`config.mk`:
```
export PLATFORM = sky130hd
export DESIGN_NAME = cv32e40s_lsu_write_buffer_flat
export DESIGN_NICKNAME = d
export VERILOG_FILES = /design/src/rtl/cv32e40s_lsu_write_buffer_if.sv /design/src/rtl/cv32e40s_lsu_write_buffer.sv /design/src/flat_wrapper.sv
export SDC_FILE = /design/constraint.sdc
export NUM_CORES = 1
export LEC_CHECK = 0
export BUFFER_PORTS_ARGS = -buffer_cell sky130_fd_sc_hd__buf_2
export CAP_MARGIN = 25
export CORE_UTILIZATION = 59
export DETAILED_ROUTE_END_ITERATION = 10
export PLACE_DENSITY = 0.86
export SYNTH_ARGS = -nofsm -noshare
export SYNTH_HDL_FRONTEND = slang
export SYNTH_SLANG_ARGS = --single-unit
```
`constraint.sdc`:
```
create_clock -name clk -period 4.2 [get_ports clk]
set_input_delay 0.84 -clock clk [delete_from_list [all_inputs] [get_ports clk]]
set_output_delay 0.84 -clock clk [all_outputs]
set_load 0.005 [all_outputs]
```
`src/rtl/cv32e40s_lsu_write_buffer_if.sv`:
```
// OBI data request type and the handshake bundle around the LSU write buffer.
// "slave" is the buffer's view; "master" is the response filter / OBI side.
package cv32e40s_lsu_wb_pkg;
  typedef struct packed {
    logic [31:0] addr;
    logic        we;
    logic [3:0]  be;
    logic [31:0] wdata;
    logic [1:0]  memtype;
    logic [2:0]  prot;
    logic        dbg;
  } obi_data_req_t;
endpackage

interface cv32e40s_lsu_write_buffer_if;
  import cv32e40s_lsu_wb_pkg::*;

  logic          valid_i;
  obi_data_req_t trans_i;
  logic          ready_o;
  logic          valid_o;
  obi_data_req_t trans_o;
  logic          ready_i;
  logic          busy_o;
  logic          full_o;
  logic          empty_o;

  modport slave (
    input  valid_i, trans_i, ready_i,
    output ready_o, valid_o, trans_o, busy_o, full_o, empty_o
  );

  modport master (
    output valid_i, trans_i, ready_i,
    input  ready_o, valid_o, trans_o, busy_o, full_o, empty_o
  );
endinterface

```
`src/rtl/cv32e40s_lsu_write_buffer.sv`:
```
// In-order buffer for bufferable stores between the LSU response filter and OBI.
// Non-bufferable transfers bypass only when empty, so bus order equals program order.
module cv32e40s_lsu_write_buffer
  import cv32e40s_lsu_wb_pkg::*;
#(
  parameter int unsigned DEPTH = 2
) (
  input  logic                          clk,
  input  logic                          rst_n,
  cv32e40s_lsu_write_buffer_if.slave    bus
);

  localparam int unsigned PTR_W = (DEPTH > 1) ? $clog2(DEPTH) : 1;
  localparam int unsigned CNT_W = $clog2(DEPTH + 1);
  localparam logic [PTR_W-1:0] LAST_PTR = PTR_W'(DEPTH - 1);
  localparam logic [CNT_W-1:0] FULL_CNT = CNT_W'(DEPTH);

  obi_data_req_t    r_fifo [DEPTH];
  logic [PTR_W-1:0] r_rptr;
  logic [PTR_W-1:0] r_wptr;
  logic [CNT_W-1:0] r_count;

  logic             w_bufferable;
  logic             w_empty;
  logic             w_full;
  logic             w_ready;
  logic             w_push;
  logic             w_pop;
  logic [PTR_W-1:0] w_rptr_next;
  logic [PTR_W-1:0] w_wptr_next;

  assign w_bufferable = bus.trans_i.we && bus.trans_i.memtype[0];
  assign w_empty      = (r_count == '0);
  assign w_full       = (r_count == FULL_CNT);

  // When full, ready is forced low even if the head pops this cycle, keeping
  // ready_i out of the ready_o path whenever anything is buffered.
  always_comb begin
    w_ready = 1'b0;
    if (w_full) begin
      w_ready = 1'b0;
    end else if (w_empty) begin
      w_ready = w_bufferable ? 1'b1 : bus.ready_i;
    end else begin
      w_ready = w_bufferable;
    end
  end

  // A bufferable store that bypasses and completes immediately is not stored.
  assign w_push = bus.valid_i && w_ready && w_bufferable && !(w_empty && bus.ready_i);
  assign w_pop  = !w_empty && bus.ready_i;

  assign w_rptr_next = (r_rptr == LAST_PTR) ? '0 : r_rptr + PTR_W'(1);
  assign w_wptr_next = (r_wptr == LAST_PTR) ? '0 : r_wptr + PTR_W'(1);

  always_ff @(posedge clk or negedge rst_n) begin
    if (!rst_n) begin
      r_rptr  <= '0;
      r_wptr  <= '0;
      r_count <= '0;
    end else begin
      if (w_push) begin
        r_wptr <= w_wptr_next;
      end
      if (w_pop) begin
        r_rptr <= w_rptr_next;
      end
      if (w_push && !w_pop) begin
        r_count <= r_count + CNT_W'(1);
      end else if (w_pop && !w_push) begin
        r_count <= r_count - CNT_W'(1);
      end
    end
  end

  always_ff @(posedge clk or negedge rst_n) begin
    if (!rst_n) begin
      for (int i = 0; i < int'(DEPTH); i++) begin
        r_fifo[i] <= '0;
      end
    end else if (w_push) begin
      r_fifo[r_wptr] <= bus.trans_i;
    end
  end

  // A stalled bypassed store is pushed, then re-presented from the head unchanged.
  always_comb begin
    bus.valid_o = bus.valid_i;
    bus.trans_o = bus.trans_i;
    if (!w_empty) begin
      bus.valid_o = 1'b1;
      bus.trans_o = r_fifo[r_rptr];
    end
  end

  assign bus.ready_o = w_ready;
  assign bus.busy_o  = !w_empty;
  assign bus.empty_o = w_empty;
  assign bus.full_o  = w_full;

  a_no_overflow:  assert property (@(posedge clk) disable iff (!rst_n) !(w_push && w_full));
  a_no_underflow: assert property (@(posedge clk) disable iff (!rst_n) !(w_pop && w_empty));

endmodule

```
`src/flat_wrapper.sv`:
```
// flat-port wrapper written by rule: the top's interface ports become plain ports
module cv32e40s_lsu_write_buffer_flat import cv32e40s_lsu_wb_pkg::*;
#(
  parameter int unsigned DEPTH = 2
)
  (clk, rst_n, bus_valid_i, bus_trans_i, bus_ready_i, bus_ready_o, bus_valid_o, bus_trans_o, bus_busy_o, bus_full_o, bus_empty_o);
  cv32e40s_lsu_write_buffer_if bus_i ();
  input  logic clk;
  input  logic rst_n;
  input wire logic [$bits(bus_i.valid_i)-1:0] bus_valid_i;
  input wire logic [$bits(bus_i.trans_i)-1:0] bus_trans_i;
  input wire logic [$bits(bus_i.ready_i)-1:0] bus_ready_i;
  output wire logic [$bits(bus_i.ready_o)-1:0] bus_ready_o;
  output wire logic [$bits(bus_i.valid_o)-1:0] bus_valid_o;
  output wire logic [$bits(bus_i.trans_o)-1:0] bus_trans_o;
  output wire logic [$bits(bus_i.busy_o)-1:0] bus_busy_o;
  output wire logic [$bits(bus_i.full_o)-1:0] bus_full_o;
  output wire logic [$bits(bus_i.empty_o)-1:0] bus_empty_o;
  assign bus_i.valid_i = bus_valid_i;
  assign bus_i.trans_i = bus_trans_i;
  assign bus_i.ready_i = bus_ready_i;
  assign bus_ready_o = bus_i.ready_o;
  assign bus_valid_o = bus_i.valid_o;
  assign bus_trans_o = bus_i.trans_o;
  assign bus_busy_o = bus_i.busy_o;
  assign bus_full_o = bus_i.full_o;
  assign bus_empty_o = bus_i.empty_o;
  cv32e40s_lsu_write_buffer #(.DEPTH(DEPTH)) u_core (.clk(clk), .rst_n(rst_n), .bus(bus_i));
endmodule
```
Yosys cells after proc, flatten, opt, wreduce, memory -nomap -nowiden
Cells that the tools add are included.
- $add $sub $neg: 4
- multiply operators: 0
- div/mod/pow operators: 0
- order comparisons: 3
- eq/ne operators: 1
- shifts and indexed selects: 0
- multiplexer cells: 15
- bitwise gates (word level): 2
- reduce and logical (&&, ||, !) cells: 15
- operators with widths (cell ; count):
    75-bit 2-to-1 mux ; 5
    150-bit bitwise mux ; 1
    75-bit demux with 1-bit select ; 1
    1-bit logical AND ; 9
    1-bit 2-to-1 mux ; 6
    2-bit >= comparator, second input constant ; 2
    1-bit zero test ; 4
    2-bit 2-to-1 mux ; 2
    1-bit NOT with 2-bit output ; 2
    1-bit adder, second input constant ; 2
    2-bit by 1-bit adder with 2-bit output, second input constant ; 1
    2-bit == test, second input constant ; 1
    2-bit zero test ; 1
    2-bit by 1-bit less-than comparator with 1-bit output, second input constant ; 1
    2-bit nonzero test ; 1
    2-bit by 1-bit subtractor with 2-bit output, second input constant ; 1
- register bits: 154
- bits in latches: 0
- memory bits (writable): 0
- bits in read-only memories: 0
- input port bits: 79
- output and inout port bits: 80
- word-level logic and storage cells: 57
- memories kept: 0

Longest topological paths before layout
Gate-level depths: netlist of the first run.
- depth after elaboration: 11
- gate-level depth with buffers: 6
- mapped depth without buffers: 6

Least setup slack after synthesis of the first run
Ideal clock, no wire load.
- kind: register to output
- start: register u_core.r_count[0]
- end: output bus_trans_o[60]
- arrival: 1.489 ns
- data required time: 3.360 ns
- setup slack: 1.871 ns
- stages on the path, launching flop included: 6
- path buffers: 2
- cells stage by stage: dfrtp_1 -> or2_2 -> inv_1 -> clkbuf_1 -> clkbuf_1 -> o21ai_0
- cells in the longest elaborated chain, start to end: 2
- ends and longest elaborated chain (element ; line ; RTL):
    start: declaration ; cv32e40s_lsu_write_buffer.sv:21 ; logic [CNT_W-1:0] r_count;
    start signal: assignment ; cv32e40s_lsu_write_buffer.sv:69 ; r_count <= r_count + CNT_W'(1);
    start signal: assignment ; cv32e40s_lsu_write_buffer.sv:71 ; r_count <= r_count - CNT_W'(1);
    2-bit zero test ; cv32e40s_lsu_write_buffer.sv:33 ; assign w_empty = (r_count == '0);
    75-bit 2-to-1 mux ; cv32e40s_lsu_write_buffer.sv:90 ; if (!w_empty) begin
    end: declaration ; flat_wrapper.sv:15 ; output wire logic [$bits(bus_i.trans_o)-1:0] bus_trans_o;
No other way between the ends.

Worst setup path after layout of the first run
- start: register u_core.r_count[0]
- end: output bus_trans_o[72]
Same word-level chain as after synthesis.

==> results of run 1 <==
-- cells by family (layout without fill, tap and decap cells) --
kind of cell	Yosys count	count (layout)	share of synthesized area (%)
fa+ha+maj	1	1	0.171
xor+xnor	5	5	0.598
buf+inv	42	198	3.31
flops	154	154	52.6
compound gates	77	77	5.33
other cells	0	1	0
mux	221	221	32.7
simple gates	90	90	5.29
-- final cells by class --
| class | count | area (sq um) | area share (%) |
|---|---|---|---|
| Multi-Input combinational cell | 394 | 3240 | 36.9 |
| Timing Repair Buffer | 165 | 912 | 10.4 |
| Antenna cell | 1 | 2.50 | 0.0285 |
| Clock inverter | 9 | 45.0 | 0.514 |
| Sequential cell | 154 | 3860 | 44.0 |
| Inverter | 1 | 5.00 | 0.0571 |
| Tap cell | 168 | 210 | 2.40 |
| Clock buffer | 23 | 498 | 5.68 |
-- worst max path at each step --
stage	from	to	slack [ns]	depth (start not counted)
floorplan	u_core.r_count[0]$_DFFE_PN0P_	bus_trans_o[60]	1.87	5
global placement	u_core.r_count[0]$_DFFE_PN0P_	bus_trans_o[13]	1.32	5
detailed placement	u_core.r_count[0]$_DFFE_PN0P_	bus_trans_o[72]	1.20	5
CTS	u_core.r_count[0]$_DFFE_PN0P_	bus_trans_o[60]	0.74	5
global route	u_core.r_count[0]$_DFFE_PN0P_	bus_trans_o[6]	0.48	5
finish	u_core.r_count[0]$_DFFE_PN0P_	bus_trans_o[72]	0.74	5
-- cells in the mapped netlist (2+ instances only) --
library cell,instances,area [sq um]
mux2_2,146,1640
buf_2,17,85.1
mux2i_1,75,751
o21ai_0,75,375
xor2_1,3,26.3
buf_6,5,56.3
xnor2_1,2,17.5
nand2_1,78,293
clkbuf_1,12,45.0
buf_4,7,52.6
dfrtp_1,154,3850
or2_2,5,31.3
-- per-layer routing --
| layer | vias up | wire (um) |
|---|---|---|
| met2 | 144 | 7510 |
| met1 | 2479 | 6710 |
| met3 | 16 | 858 |
| met5 | - | 0 |
| met4 | 0 | 169 |
| li1 | 2355 | - |
-- registers in the layout (all words and copies together), names as in the netlist --
name            cells
u_core.r_fifo     150
u_core.r_count      2
u_core.r_rptr       1
u_core.r_wptr       1
-- report_power, final --
group	internal, W	leakage (nW)	switching [W]
registers	0.00222	1.86	0.000496
clock network	0.000823	0.282	0.000568
logic	0.00156	1.99	0.00129
total	0.00461	4.13	0.00236
-- worst register-to-register path, delay by kind of cell (launching register included) --
| kind | cells | cell delay, ns |
|---|---|---|
| AO/OA/AOI/OAI | 1 | 0.24 |
| buffers and inverters | 1 | 0.49 |
| flip-flops | 1 | 0.45 |
| multiplexers | 1 | 0.40 |
| AND/OR/NAND/NOR | 1 | 0.62 |
-- per-stage QoR --
step                std cells  hold slack, ns  area [sq um]  total power, W
floorplan                 590           0.439          7330         0.00447
global placement          882           0.451          8220         0.00540
global route              914           0.496          8760         0.00743
detailed placement        882           0.462          8220         0.00560
finish                    915           0.477          8770         0.00696
CTS                       914           0.475          8760         0.00702
==> insert_results.sql, run 1 <==
INSERT INTO impl_metrics (metric_group, metric, value, unit) VALUES
('global_route', 'top_usage_layer', 'met2', ''),
('setup_path', 'r2r_setup_slack', '1.88', 'ns'),
('timing', 'fin_ws', '0.737', 'ns'),
('power_and_ir_drop', 'ir_worst_vdd', '846', 'uV'),
('drt', 'antenna_left', '0', ''),
('final_layout', 'final_cell_mix', 'buf_2, dfrtp_1, mux2_2, nand2_1', ''),
('timing', 'setup-tns-final', '0', 'ns'),
('floorplanning', 'fp-row-count', '40', ''),
('placement', 'dp_hpwl', '9910', 'um'),
('timing', 'setup_repair_after_global_routing_missed_its_margin', 'no', ''),
('placement', 'dp_worst_setup_slack', '1.20', 'ns'),
('worst_hold_path', 'hp-class', 'primary input to async pin', ''),
('setup_path', 'crit_family', 'buffers and inverters', ''),
('clock_network', 'worst_setup_hold_path_clk_slew', '0.06', 'ns'),
('clock_network', 'cts_buffer_count', '17', ''),
('drt', 'drt_wl_total', '15200', 'um'),
('placement', 'placement.io_buffers', '158', ''),
('drt', 'detail_route.vias_per_cell', '5.46', ''),
('setup_path', 'peak_fanout_along_the_critical_path', '71', ''),
('clock_network', 'cts_max_path_buffers', '2', ''),
('setup_path', 'crit_path_cell_trace', 'or2_2 -> clkinv_2 -> buf_12 -> o21ai_0 -> buf_2', ''),
('yosys', 'syn-num-nets', '670', ''),
('yosys', 'synth_edf_count', '0', ''),
('yosys', 'ys_seq_elements', '154', ''),
('setup_path', 'reg2reg_depth', '4', ''),
('drt', 'wire_per_inst', '16.7', 'um'),
('outcome', 'outcome', 'completed', ''),
('yosys', 'synth-async-reset-ratio', '100', '%'),
('setup_path', 'critical_path.endpoint_type', 'primary output', ''),
('setup_path', 'worst_ep_arrival_time', '2.62', 'ns'),
('drt', 'drcViolationCount', '0', ''),
('clock_network', 'clock_tree.root_cell', 'clkbuf_16', ''),
('timing', 'final_min_period_over_clock_period', '82.4', '%'),
('clock_network', 'worstSkewPairLatency', '0.42', 'ns'),
('final_layout', 'areaGrowthSynthToFinish', '19.7', '%'),
('yosys', 'synth.cell_area', '0.00733', 'sq mm'),
('floorplanning', 'core_area', '0.0121', 'sq mm'),
('clock_network', 'level_count_of_the_clock_h_tree', '4', ''),
('setup_path', 'cp_data_required_time', '3.36', 'ns'),
('power_and_ir_drop', 'power_density', '794', 'mW/mm^2'),
('setup_path', 'worst_r2r_endpoint', 'u_core.r_fifo[39]$_DFFE_PN0P_', ''),
('clock_network', 'cts_tree', 'built', ''),
('setup_path', 'critical-path-slowest-cell', 'clkinv_2', ''),
('setup_path', 'worst_path_largest_cell_delay', '0.65', 'ns'),
('floorplanning', 'ioPinCount', '159', ''),
('global_route', 'largest_net_degree_at_the_start_of_global_routing', '90', ''),
('floorplanning', 'die_area', '0.0129', 'sq mm'),
('yosys', 'sequential_cell_area_fraction_in_the_yosys_report', '52.6', '%'),
('yosys', 'synth_cells', '590', ''),
('yosys', 'ys_dominant_reg_cell', 'dfrtp_1', ''),
('timing', 'hold_violation_total_from_the_final_report', '0', ''),
('power_and_ir_drop', 'p_leak', '4.13', 'nW'),
('global_route', 'globalRouteOverflowTotal', '0', ''),
('final_layout', 'most_common_cell_after_layout_fill_and_taps_aside', 'buf_2', ''),
('final_layout', 'nets', '813', ''),
('final_layout', 'share_of_post_route_cells_with_drive_strength_above_1', '47.2', '%'),
('timing', 'max-slew-margin-rel', '41.8', '%'),
('global_route', 'grt_pass1_vias', '5104', ''),
('floorplanning', 'die_h', '113', 'um'),
('drt', 'drt-pass1-iter-count', '4', ''),
('timing', 'maxClockFrequency', '0.289', 'GHz'),
('drt', 'drt_first_iter_violations', '223', ''),
('clock_network', 'cts_hold_buf', '0', ''),
('yosys', 'synth_cell_types', '23', ''),
('global_route', 'global_route_wire_length_before_repair', '25000', 'um'),
('global_route', 'grt_antenna_before_repair', '1', ''),
('timing', 'max_slew.worst_pin.slew', '0.873', 'ns'),
('timing', 'shortest_clock_period_the_worst_path_allows_after_layout', '3.46', 'ns'),
('job', 'drv.max_cap_violation_count', '0', ''),
('timing', 'slew_violations', '0', ''),
('timing', 'setup_viol', '0', '');
(Power assumes the default switching activity.)
==> inputs of run 2 (changes only) <==
--- a/config.mk
+++ b/config.mk
@@ -7,9 +7,9 @@
 export LEC_CHECK = 0
 export BUFFER_PORTS_ARGS = -buffer_cell sky130_fd_sc_hd__buf_2
 export CAP_MARGIN = 25
-export CORE_UTILIZATION = 59
+export CORE_UTILIZATION = 55
 export DETAILED_ROUTE_END_ITERATION = 10
-export PLACE_DENSITY = 0.86
+export PLACE_DENSITY = 0.81
 export SYNTH_ARGS = -nofsm -noshare
 export SYNTH_HDL_FRONTEND = slang
 export SYNTH_SLANG_ARGS = --single-unit
==> constraint.sdc (replaced) <==
create_clock -name clk -period 3.6 [get_ports clk]
set_input_delay 0.72 -clock clk [delete_from_list [all_inputs] [get_ports clk]]
set_output_delay 0.72 -clock clk [all_outputs]
set_load 0.005 [all_outputs]
==> insert_results.sql, run 2 (synthesis gave the netlist of run 1 again) <==
INSERT INTO impl_metrics (metric_group, metric, value, unit) VALUES
('outcome', 'outcome', 'completed', ''),
('clock_network', 'cts_resized', '0', ''),
('timing', 'max_slew.worst_pin.slew', '0.807', 'ns'),
('final_layout', 'non_filler_instance_count_after_layout', '918', ''),
('timing', 'setup_repair_after_global_routing_missed_its_margin', 'no', ''),
('final_layout', 'biggestRegsByFlops', 'u_core.r_fifo (150), u_core.r_count (2)', ''),
('power_and_ir_drop', 'p_leak', '4.15', 'nW'),
('clock_network', 'cts_max_path_buffers', '2', ''),
('clock_network', 'clock_tree.root_cell', 'clkbuf_16', ''),
('drt', 'wire_per_inst', '16.0', 'um'),
('final_layout', 'share_of_post_route_cells_with_drive_strength_above_1', '47.3', '%'),
('clock_network', 'worstSkewPairLatency', '0.42', 'ns'),
('timing', 'hold_violation_total_from_the_final_report', '0', ''),
('drt', 'vias', '4957', ''),
('clock_network', 'worst_setup_hold_path_clk_slew', '0.06', 'ns'),
('drt', 'antenna_left', '0', ''),
('final_layout', 'multiInputGateArea', '0.00324', 'sq mm'),
('floorplanning', 'die_area', '0.0138', 'sq mm'),
('drt', 'drt-pass1-iter-count', '4', ''),
('floorplanning', 'die_h', '117', 'um'),
('setup_path', 'cp_data_required_time', '2.88', 'ns'),
('placement', 'place.gp.congestion', '0.748', ''),
('final_layout', 'largest_register', 'u_core.r_fifo', ''),
('final_layout', 'areaGrowthSynthToFinish', '20.4', '%'),
('clock_network', 'cts_buffer_count', '17', ''),
('timing', 'fin_hold_ws', '0.344', 'ns'),
('timing', 'max-slew-margin-rel', '46.2', '%'),
('global_route', 'track_usage', '22.9', '%'),
('final_layout', 'max_reg_flops', '150', ''),
('setup_path', 'critical_path.startpoint_type', 'flip-flop', ''),
('final_layout', 'area.sequential', '0.00386', 'sq mm'),
('setup_path', 'critical_path.endpoint_type', 'primary output', ''),
('timing', 'finalClockSkew', '0.00623', 'ns'),
('drt', 'drt_wl_total', '14700', 'um'),
('setup_path', 'peak_fanout_along_the_critical_path', '95', ''),
('timing', 'slew_violations', '0', ''),
('drt', 'drcViolationCount', '0', ''),
('power_and_ir_drop', 'p_total', '0.00819', 'W'),
('global_route', 'global_route_wire_length_before_repair', '24900', 'um'),
('final_layout', 'nets', '813', ''),
('timing', 'maxClockFrequency', '0.321', 'GHz'),
('setup_path', 'r2r_setup_slack', '1.46', 'ns'),
('final_layout', 'n_fill_cell', '949', ''),
('floorplanning', 'ioPinCount', '159', ''),
('power_and_ir_drop', 'ir_worst_vdd', '547', 'uV'),
('timing', 'setup_viol', '0', ''),
('placement', 'dp_hpwl', '9470', 'um'),
('floorplanning', 'fp-row-count', '41', ''),
('timing', 'shortest_clock_period_the_worst_path_allows_after_layout', '3.11', 'ns'),
('global_route', 'grt_pass1_vias', '5138', ''),
('clock_network', 'cts_tree', 'built', ''),
('worst_hold_path', 'hp-class', 'primary input to async pin', ''),
('setup_path', 'critical_path_class', 'flip-flop to primary output', ''),
('power_and_ir_drop', 'power_density', '929', 'mW/mm^2'),
('timing', 'setup-tns-final', '0', 'ns'),
('drt', 'detail_route.vias_per_cell', '5.40', ''),
('final_layout', 'num_antenna_cells', '0', ''),
('global_route', 'largest_net_degree_at_the_start_of_global_routing', '96', ''),
('clock_network', 'clock_sinks', '154', ''),
('floorplanning', 'core_area', '0.0128', 'sq mm'),
('final_layout', 'final_cell_mix', 'buf_2, dfrtp_1, mux2_2, nand2_1', ''),
('drt', 'drt_first_iter_violations', '199', ''),
('global_route', 'grt_antenna_before_repair', '1', ''),
('clock_network', 'cts_hold_buf', '0', ''),
('clock_network', 'level_count_of_the_clock_h_tree', '4', ''),
('floorplanning', 'chipWidth', '117', 'um'),
('job', 'drv.max_cap_violation_count', '0', ''),
('final_layout', 'most_common_cell_after_layout_fill_and_taps_aside', 'buf_2', ''),
('placement', 'placement.io_buffers', '158', ''),
('placement', 'instance_count_after_placement_with_tap_cells_included', '886', ''),
('clock_network', 'cts_setup_buffers', '0', ''),
('global_route', 'globalRouteOverflowTotal', '0', ''),
('floorplanning', 'start_util', '57.1', '%'),
('timing', 'final_min_period_over_clock_period', '86.5', '%'),
('setup_path', 'worst_ep_arrival_time', '2.39', 'ns');
==> run 2: metrics by stage <==
step / worst slack [ns] / util [%] / cell area [sq um]
after floorplan: 1.39 / - / 7330
after global placement: 1.03 / 64.1 / 8230
after detailed placement: 0.946 / 64.1 / 8230
after CTS: 0.496 / 68.8 / 8820
after global routing: 0.291 / 68.8 / 8820
final: 0.486 / 68.8 / 8820
==> run 2: layer usage <==
metal	global-route usage, %	vias to the layer above	wire length (um)
met5	0	-	0
met4	8.60	0	203
met3	7.25	16	975
met2	37.2	135	6970
met1	28.7	2446	6580
li1	-	2360	-
==> run 2: area by class of cell <==
| type | instances | share of cell area (%) |
|---|---|---|
| timing repair buffer | 165 | 10.3 |
| sequential | 154 | 43.7 |
| inverter | 1 | 0.0567 |
| multi-input combinational | 394 | 36.7 |
| tap | 172 | 2.44 |
| clock inverter | 7 | 0.681 |
| clock buffer | 25 | 6.07 |
==> run 2: power breakdown <==
group / internal [W] / switching (W) / total (W)
Sequential: 0.00259 / 0.000553 / 0.00314
Clock: 0.00109 / 0.000651 / 0.00174
Combinational: 0.00182 / 0.00149 / 0.00331
Total: 0.00550 / 0.00269 / 0.00819
==> run 2: worst max-delay path, cell delays in order, from the launching register on <==
cell and delay, ns:
dfrtp_1 0.44, or2_2 0.36, clkinv_2 0.40, buf_12 0.35, nand2_1 0.10, o21ai_0 0.09, buf_2 0.14
==> run 2: path summary, 6_finish.rpt <==
path / from / to / depth (start not counted)
min in group clk: u_core.r_fifo[4]$_DFFE_PN0P_ / u_core.r_fifo[4]$_DFFE_PN0P_ / 1
hold / removal: rst_n / u_core.r_fifo[86]$_DFFE_PN0P_ / 1
hold reg to reg: u_core.r_fifo[4]$_DFFE_PN0P_ / u_core.r_fifo[4]$_DFFE_PN0P_ / 1
setup / recovery: u_core.r_count[0]$_DFFE_PN0P_ / bus_trans_o[66] / 6
setup reg to reg: u_core.r_count[1]$_DFFE_PN0P_ / u_core.r_fifo[38]$_DFFE_PN0P_ / 4
max in group asynchronous: rst_n / u_core.r_rptr$_DFFE_PN0P_ / 2
